--- config.mk ---
export PLATFORM = sky130hd
export DESIGN_NAME = pmem_rr_arbiter
export DESIGN_NICKNAME = d
export VERILOG_FILES = /design/src/rtl/pmem_rr_arbiter_pkg.sv /design/src/rtl/pmem_rr_arbiter_rr_pick.sv /design/src/rtl/pmem_rr_arbiter.sv
export SDC_FILE = /design/constraint.sdc
export NUM_CORES = 1
export LEC_CHECK = 0
export ABC_AREA = 1
export CORE_AREA = 3 3 270 272
export CTS_CLUSTER_SIZE = 40
export DETAILED_ROUTE_END_ITERATION = 8
export DIE_AREA = 0 0 273 275
export SYNTH_ARGS = -nofsm -noshare
export SYNTH_HDL_FRONTEND = slang
export SYNTH_HIERARCHICAL = 1
export SYNTH_SLANG_ARGS = --single-unit
--- constraint.sdc ---
create_clock -name clk -period 1.3 [get_ports clk]
set_input_delay 0.26 -clock clk [delete_from_list [all_inputs] [get_ports clk]]
set_output_delay 0.26 -clock clk [all_outputs]
set_load 0.03 [all_outputs]
--- src/rtl/pmem_rr_arbiter_pkg.sv ---
// Shared types and helpers for the pmem round-robin arbiter.
package pmem_rr_arbiter_pkg;

  // Upper bound on the number of requesting channels.
  localparam int ARB_MAX_CH = 8;

  // Arbiter FSM encoding, kept as plain constants for legacy tool flows.
  typedef logic [1:0] arb_state_t;
  localparam arb_state_t ARB_IDLE = 2'd0;
  localparam arb_state_t ARB_BUSY = 2'd1;
  localparam arb_state_t ARB_DONE = 2'd2;

  // (a + b) mod n for operands already below n; avoids a real divider.
  function automatic int wrap_add(input int a, input int b, input int n);
    int s;
    s = a + b;
    return (s >= n) ? s - n : s;
  endfunction

endpackage

--- src/rtl/pmem_rr_arbiter_rr_pick.sv ---
// Rotating priority picker: first pending index at or after ptr, wrapping.
// Driving ptr with zero turns it into a plain lowest-index-wins encoder.
module pmem_rr_arbiter_rr_pick
  import pmem_rr_arbiter_pkg::*;
#(
  parameter int NUM_CH = 2
) (
  input  logic [NUM_CH-1:0]         pending,
  input  logic [$clog2(NUM_CH)-1:0] ptr,
  output logic [$clog2(NUM_CH)-1:0] winner,
  output logic                      any_valid
);

  localparam int IDX_W = $clog2(NUM_CH);

  logic [IDX_W-1:0] idx;

  // Scan offsets from farthest to nearest so the nearest pending channel wins.
  always_comb begin
    // NOTE: every output of a combinational block gets a default first, so no
    // path leaves it unassigned and no latch is inferred.
    winner    = '0;
    any_valid = 1'b0;
    idx       = '0;
    for (int k = NUM_CH - 1; k >= 0; k--) begin
      idx = IDX_W'(wrap_add(int'(ptr), k, NUM_CH));
      if (pending[idx]) begin
        winner    = idx;
        any_valid = 1'b1;
      end
    end
  end

endmodule

--- src/rtl/pmem_rr_arbiter.sv ---
// N-channel arbiter between the L1 caches and the single shared pmem port.
// Registered grant, one turnaround cycle after every completion.
module pmem_rr_arbiter
  import pmem_rr_arbiter_pkg::*;
#(
  parameter int NUM_CH  = 2,
  parameter int ADDR_W  = 16,
  parameter int LINE_W  = 128,
  parameter int RR_MODE = 1
) (
  input  logic                       clk,
  input  logic                       rst,
  input  logic [NUM_CH-1:0]          req_read,
  input  logic [NUM_CH-1:0]          req_write,
  input  logic [NUM_CH*ADDR_W-1:0]   req_address,
  input  logic [NUM_CH*LINE_W-1:0]   req_wdata,
  output logic [NUM_CH-1:0]          req_resp,
  output logic [LINE_W-1:0]          req_rdata,
  input  logic                       pmem_resp,
  input  logic [LINE_W-1:0]          pmem_rdata,
  output logic                       pmem_read,
  output logic                       pmem_write,
  output logic [ADDR_W-1:0]          pmem_address,
  output logic [LINE_W-1:0]          pmem_wdata,
  output logic [$clog2(NUM_CH)-1:0]  grant_id,
  output logic                       busy,
  output logic                       pipe_load
);

  localparam int IDX_W = $clog2(NUM_CH);

  arb_state_t       state_q, state_d;
  logic [IDX_W-1:0] grant_q, grant_d;
  logic [IDX_W-1:0] rr_ptr_q, rr_ptr_d;
  logic             is_write_q, is_write_d;

  logic [NUM_CH-1:0] pending;
  logic [IDX_W-1:0]  pick_ptr;
  logic [IDX_W-1:0]  winner;
  logic              any_valid;

  logic [ADDR_W-1:0] addr_arr  [NUM_CH];
  logic [LINE_W-1:0] wdata_arr [NUM_CH];

  assign pending  = req_read | req_write;
  assign pick_ptr = (RR_MODE != 0) ? rr_ptr_q : '0;

  // Unpack the flat per-channel buses so the grant can index them directly.
  for (genvar i = 0; i < NUM_CH; i++) begin : g_unpack
    assign addr_arr[i]  = req_address[i*ADDR_W +: ADDR_W];
    assign wdata_arr[i] = req_wdata[i*LINE_W +: LINE_W];
  end

  pmem_rr_arbiter_rr_pick #(
    .NUM_CH (NUM_CH)
  ) u_pick (
    .pending   (pending),
    .ptr       (pick_ptr),
    .winner    (winner),
    .any_valid (any_valid)
  );

  // Address and write data come straight from the granted channel; the
  // requester holds them stable for the whole transaction.
  assign busy         = (state_q == ARB_BUSY);
  assign grant_id     = grant_q;
  assign pmem_read    = busy & ~is_write_q;
  assign pmem_write   = busy &  is_write_q;
  assign pmem_address = addr_arr[grant_q];
  assign pmem_wdata   = wdata_arr[grant_q];
  assign req_rdata    = pmem_rdata;
  assign pipe_load    = &(~pending | req_resp);

  // Completion pulse to the granted channel only; stray pmem_resp is dropped.
  always_comb begin
    req_resp = '0;
    if (busy && pmem_resp) req_resp[grant_q] = 1'b1;
  end

  // Grant selection and IDLE -> BUSY -> DONE -> IDLE sequencing.
  always_comb begin
    state_d    = state_q;
    grant_d    = grant_q;
    is_write_d = is_write_q;
    rr_ptr_d   = rr_ptr_q;
    case (state_q)
      ARB_IDLE: begin
        if (any_valid) begin
          grant_d    = winner;
          is_write_d = req_write[winner];  // write wins over a simultaneous read
          state_d    = ARB_BUSY;
        end
      end
      ARB_BUSY: begin
        if (pmem_resp) begin
          state_d = ARB_DONE;
          if (RR_MODE != 0) rr_ptr_d = IDX_W'(wrap_add(int'(grant_q), 1, NUM_CH));
        end
      end
      ARB_DONE: state_d = ARB_IDLE;  // lets the serviced channel deassert
      default:  state_d = ARB_IDLE;
    endcase
  end

  // State registers; reset abandons any in-flight transaction.
  always_ff @(posedge clk or posedge rst) begin
    if (rst) begin
      state_q    <= ARB_IDLE;
      grant_q    <= '0;
      rr_ptr_q   <= '0;
      is_write_q <= 1'b0;
    end else begin
      // NOTE: non-blocking assignments keep every flop sampling pre-edge
      // values, independent of statement order.
      state_q    <= state_d;
      grant_q    <= grant_d;
      rr_ptr_q   <= rr_ptr_d;
      is_write_q <= is_write_d;
    end
  end

endmodule
==> impl_metrics.ini <==
[sta]
fmax_mhz = 562
rsz0062_at_grt = true
finalCriticalPeriod_ns = 1.78
skew_ns = 0.000668
fin_crit_sh_pct = 137
fin_ws_ns = -0.479
fin_tns_setup_ns = -62.08
hold_violations = 0
drv_slew = 0
tightest_slew_ns = 0.334
relSlewSlack_pct = 77.7
setup-violations-final = 149

[route]
vias = 5106
routed_wl_um = 32200
drc = 0
routedWlPerCell_um = 16.7
drtIter0Drc = 103
viasPerCell = 2.66
dr.pass1.iters = 4
ant_nets = 0

[logic_synthesis]
synth_area_leaders = nand2_1, buf_4, dfrtp_1, buf_2, buf_6
ys.warnings.count = 6
netlist_area_um2 = 3070
synth.avg_cell_area_um2 = 4.85
synth_top_area_cell = nand2_1
syn-num-nets = 1056
synth_cells = 633
ys_types = 14
ys_seq_area_share_pct = 4.07
synth_top_area_share_pct = 53.7
ys_ff_latch = 5

[run]
cap_violations = 0

[placed_design]
place_area_um2 = 9150
dpl.hpwl_um = 27300
io_buffers = 445
gp_congestion = 0.723

[status]
violations = setup timing
status = complete, but fails checks

[floorplanning]
ios = 702
die_x_um = 273
start_util_pct = 4.33
core-area_um2 = 71000
dieArea_um2 = 75100
fp-row-count = 98
dieHeight_um = 275

[final_layout]
layout_common_cells = clkdlybuf4s50_1, nand2_1, nand2_2
register_area_um2 = 129
layout-drive-gt1-share_pct = 44.1
area_growth_pct = 229
final_common_cell = clkdlybuf4s50_1
finalNetCount = 1394
nFillCells = 8072
fin_area_um2 = 10100
multi_input_area_um2 = 2830

[grt]
grt-busiest-layer = met2
met3_usage_pct = 3.63
grtUsageMet2_pct = 12.2
grt_pass1_wl_um = 37900
grt.met1_usage_pct = 8.00
grt_use_total_pct = 7.28
grt_max_degree = 55
antenna_found_initial = 13
grt_pass1_vias = 5083
grt-ovfl-total = 0

[cts]
holdBufCountCts = 0
numCtsBuffers = 3
clkSinkCount = 5
worst_skew_pair.late_latency_ns = 0.23
path_clk_slew_ns = 0.03
cts.htree.levels = 1
cts_tree = built
max-clock-path-buffers = 2
root_buffer = clkbuf_16

[worst_setup_path]
crit_fanout = 7
cp_common_cell = buf_12
r2r-start = grant_id
critPathTopFamily = buffers and inverters
worst-path-buf-inv = 4
required_ns = 1.04
r2r_slack_ns = 0.06
worst_ep_arrival_time_ns = 1.52
crit_path_end_kind = primary output
reg2reg_depth = 4
r2r_end = pick_ptr
worst_path_max_delay_cell = dfrtp_4
worstSetupPathType = reg -> out
startpoint_type = register
path_cells = buf_12 > clkbuf_16 > buf_12 > nand2_2 > nand2_2 > buf_12
slowest_delay_ns = 0.52

[power_and_ir_drop]
p_switching_mw = 11.1
swShare_pct = 52.7
p_comb_share_pct = 95.9
powerDensity_nw_per_um2 = 2080
p_clk_share_pct = 2.4
power.internal_mw = 9.95
p_leak_nw = 4.36
p_seq_share_pct = 1.6
ir_drop_mv = 1.23

[hold_path]
hold_class = in -> async
-- state kept, by name, indices dropped and copies added, names as in the netlist --
| name | count |
|---|---|
| state_q | 2 |
| grant_id | 1 |
| is_write_q | 1 |
| pick_ptr | 1 |
-- through the flow --
step                total power [mW]  setup WS (ns)  instances  hold WS [ns]  util [%]
CTS                             19.3         -0.532       1908         0.311      13.3
global route                    22.2         -0.537       1922         0.332      14.2
floorplan                       9.98        -0.0511        633        0.0385         -
detailed placement              18.1         -0.406       1899         0.480      12.9
global placement                18.1         -0.406       1899         0.484      12.9
finish                          21.0         -0.479       1922         0.298      14.2
-- Yosys cell counts --
cell type / instances
inv_1: 13
nor2_1: 4
or2_1: 1
o22ai_1: 1
buf_2: 24
buf_6: 7
or2_2: 2
o21ai_0: 3
buf_4: 129
dfrtp_1: 5
nand2_1: 440
a21oi_1: 1
nand4_1: 2
o21a_1: 1
-- cell type report --
cell class              instances  share of cell area, %
diodes                          2                 0.0495
clock buffers                   4                  0.780
inverters                      13                  0.606
multi-input cells             455                   28.0
flip-flops and latches          5                   1.27
well taps                     950                   11.8
repair buffers                493                   57.6
-- worst max-delay path by stage --
stage,startpoint,endpoint,slack [ns],cells past startpoint
after floorplan,grant_id,pmem_wdata[53],-0.05,5
after global placement,req_read[1],is_write_q,-0.41,7
after detailed placement,req_read[1],is_write_q,-0.41,7
after CTS,grant_id,pmem_wdata[98],-0.53,5
after global routing,grant_id,pmem_wdata[47],-0.54,5
final,grant_id,pmem_wdata[69],-0.48,6
-- worst reg2reg max path: stages (launching register included) --
cell and delay (ns):
dfrtp_4 0.48, buf_12 0.21, nand4_1 0.15, buf_4 0.19
o21a_1 0.10
-- logic make-up (layout without fill, tap and decap cells) --
logic type / Yosys count / after routing / synth area share [%]
flops: 5 / 5 / 4.07
simple gates: 449 / 449 / 55.3
compound gates: 6 / 6 / 1.10
other cells: 0 / 2 / 0
buf+inv: 173 / 510 / 39.6
-- power groups by stage --
stage | clock, mW | sequential (mW) | combinational, mW
2_1_floorplan | 0 | 0.304 | 9.67
3_3_place_gp | 0 | 0.307 | 17.8
3_5_place_dp | 0 | 0.305 | 17.8
4_1_cts | 0.516 | 0.320 | 18.5
5_1_grt | 0.522 | 0.355 | 21.3
6_report | 0.512 | 0.346 | 20.2
-- routing by layer --
metal / up-vias / part of all wire [%]
met5: - / 0.11
met4: 6 / 3.7
met3: 86 / 13
met2: 455 / 45
met1: 2139 / 38
li1: 2420 / -
-- what timing repair did --
item	CTS	global route
pin swaps	2	13
endpoints found under the setup margin	154	153
gates cloned	1	5
buffers inserted	4	7
resized for setup	59	124
No activity file was read; power rests on OpenSTA's default activity.
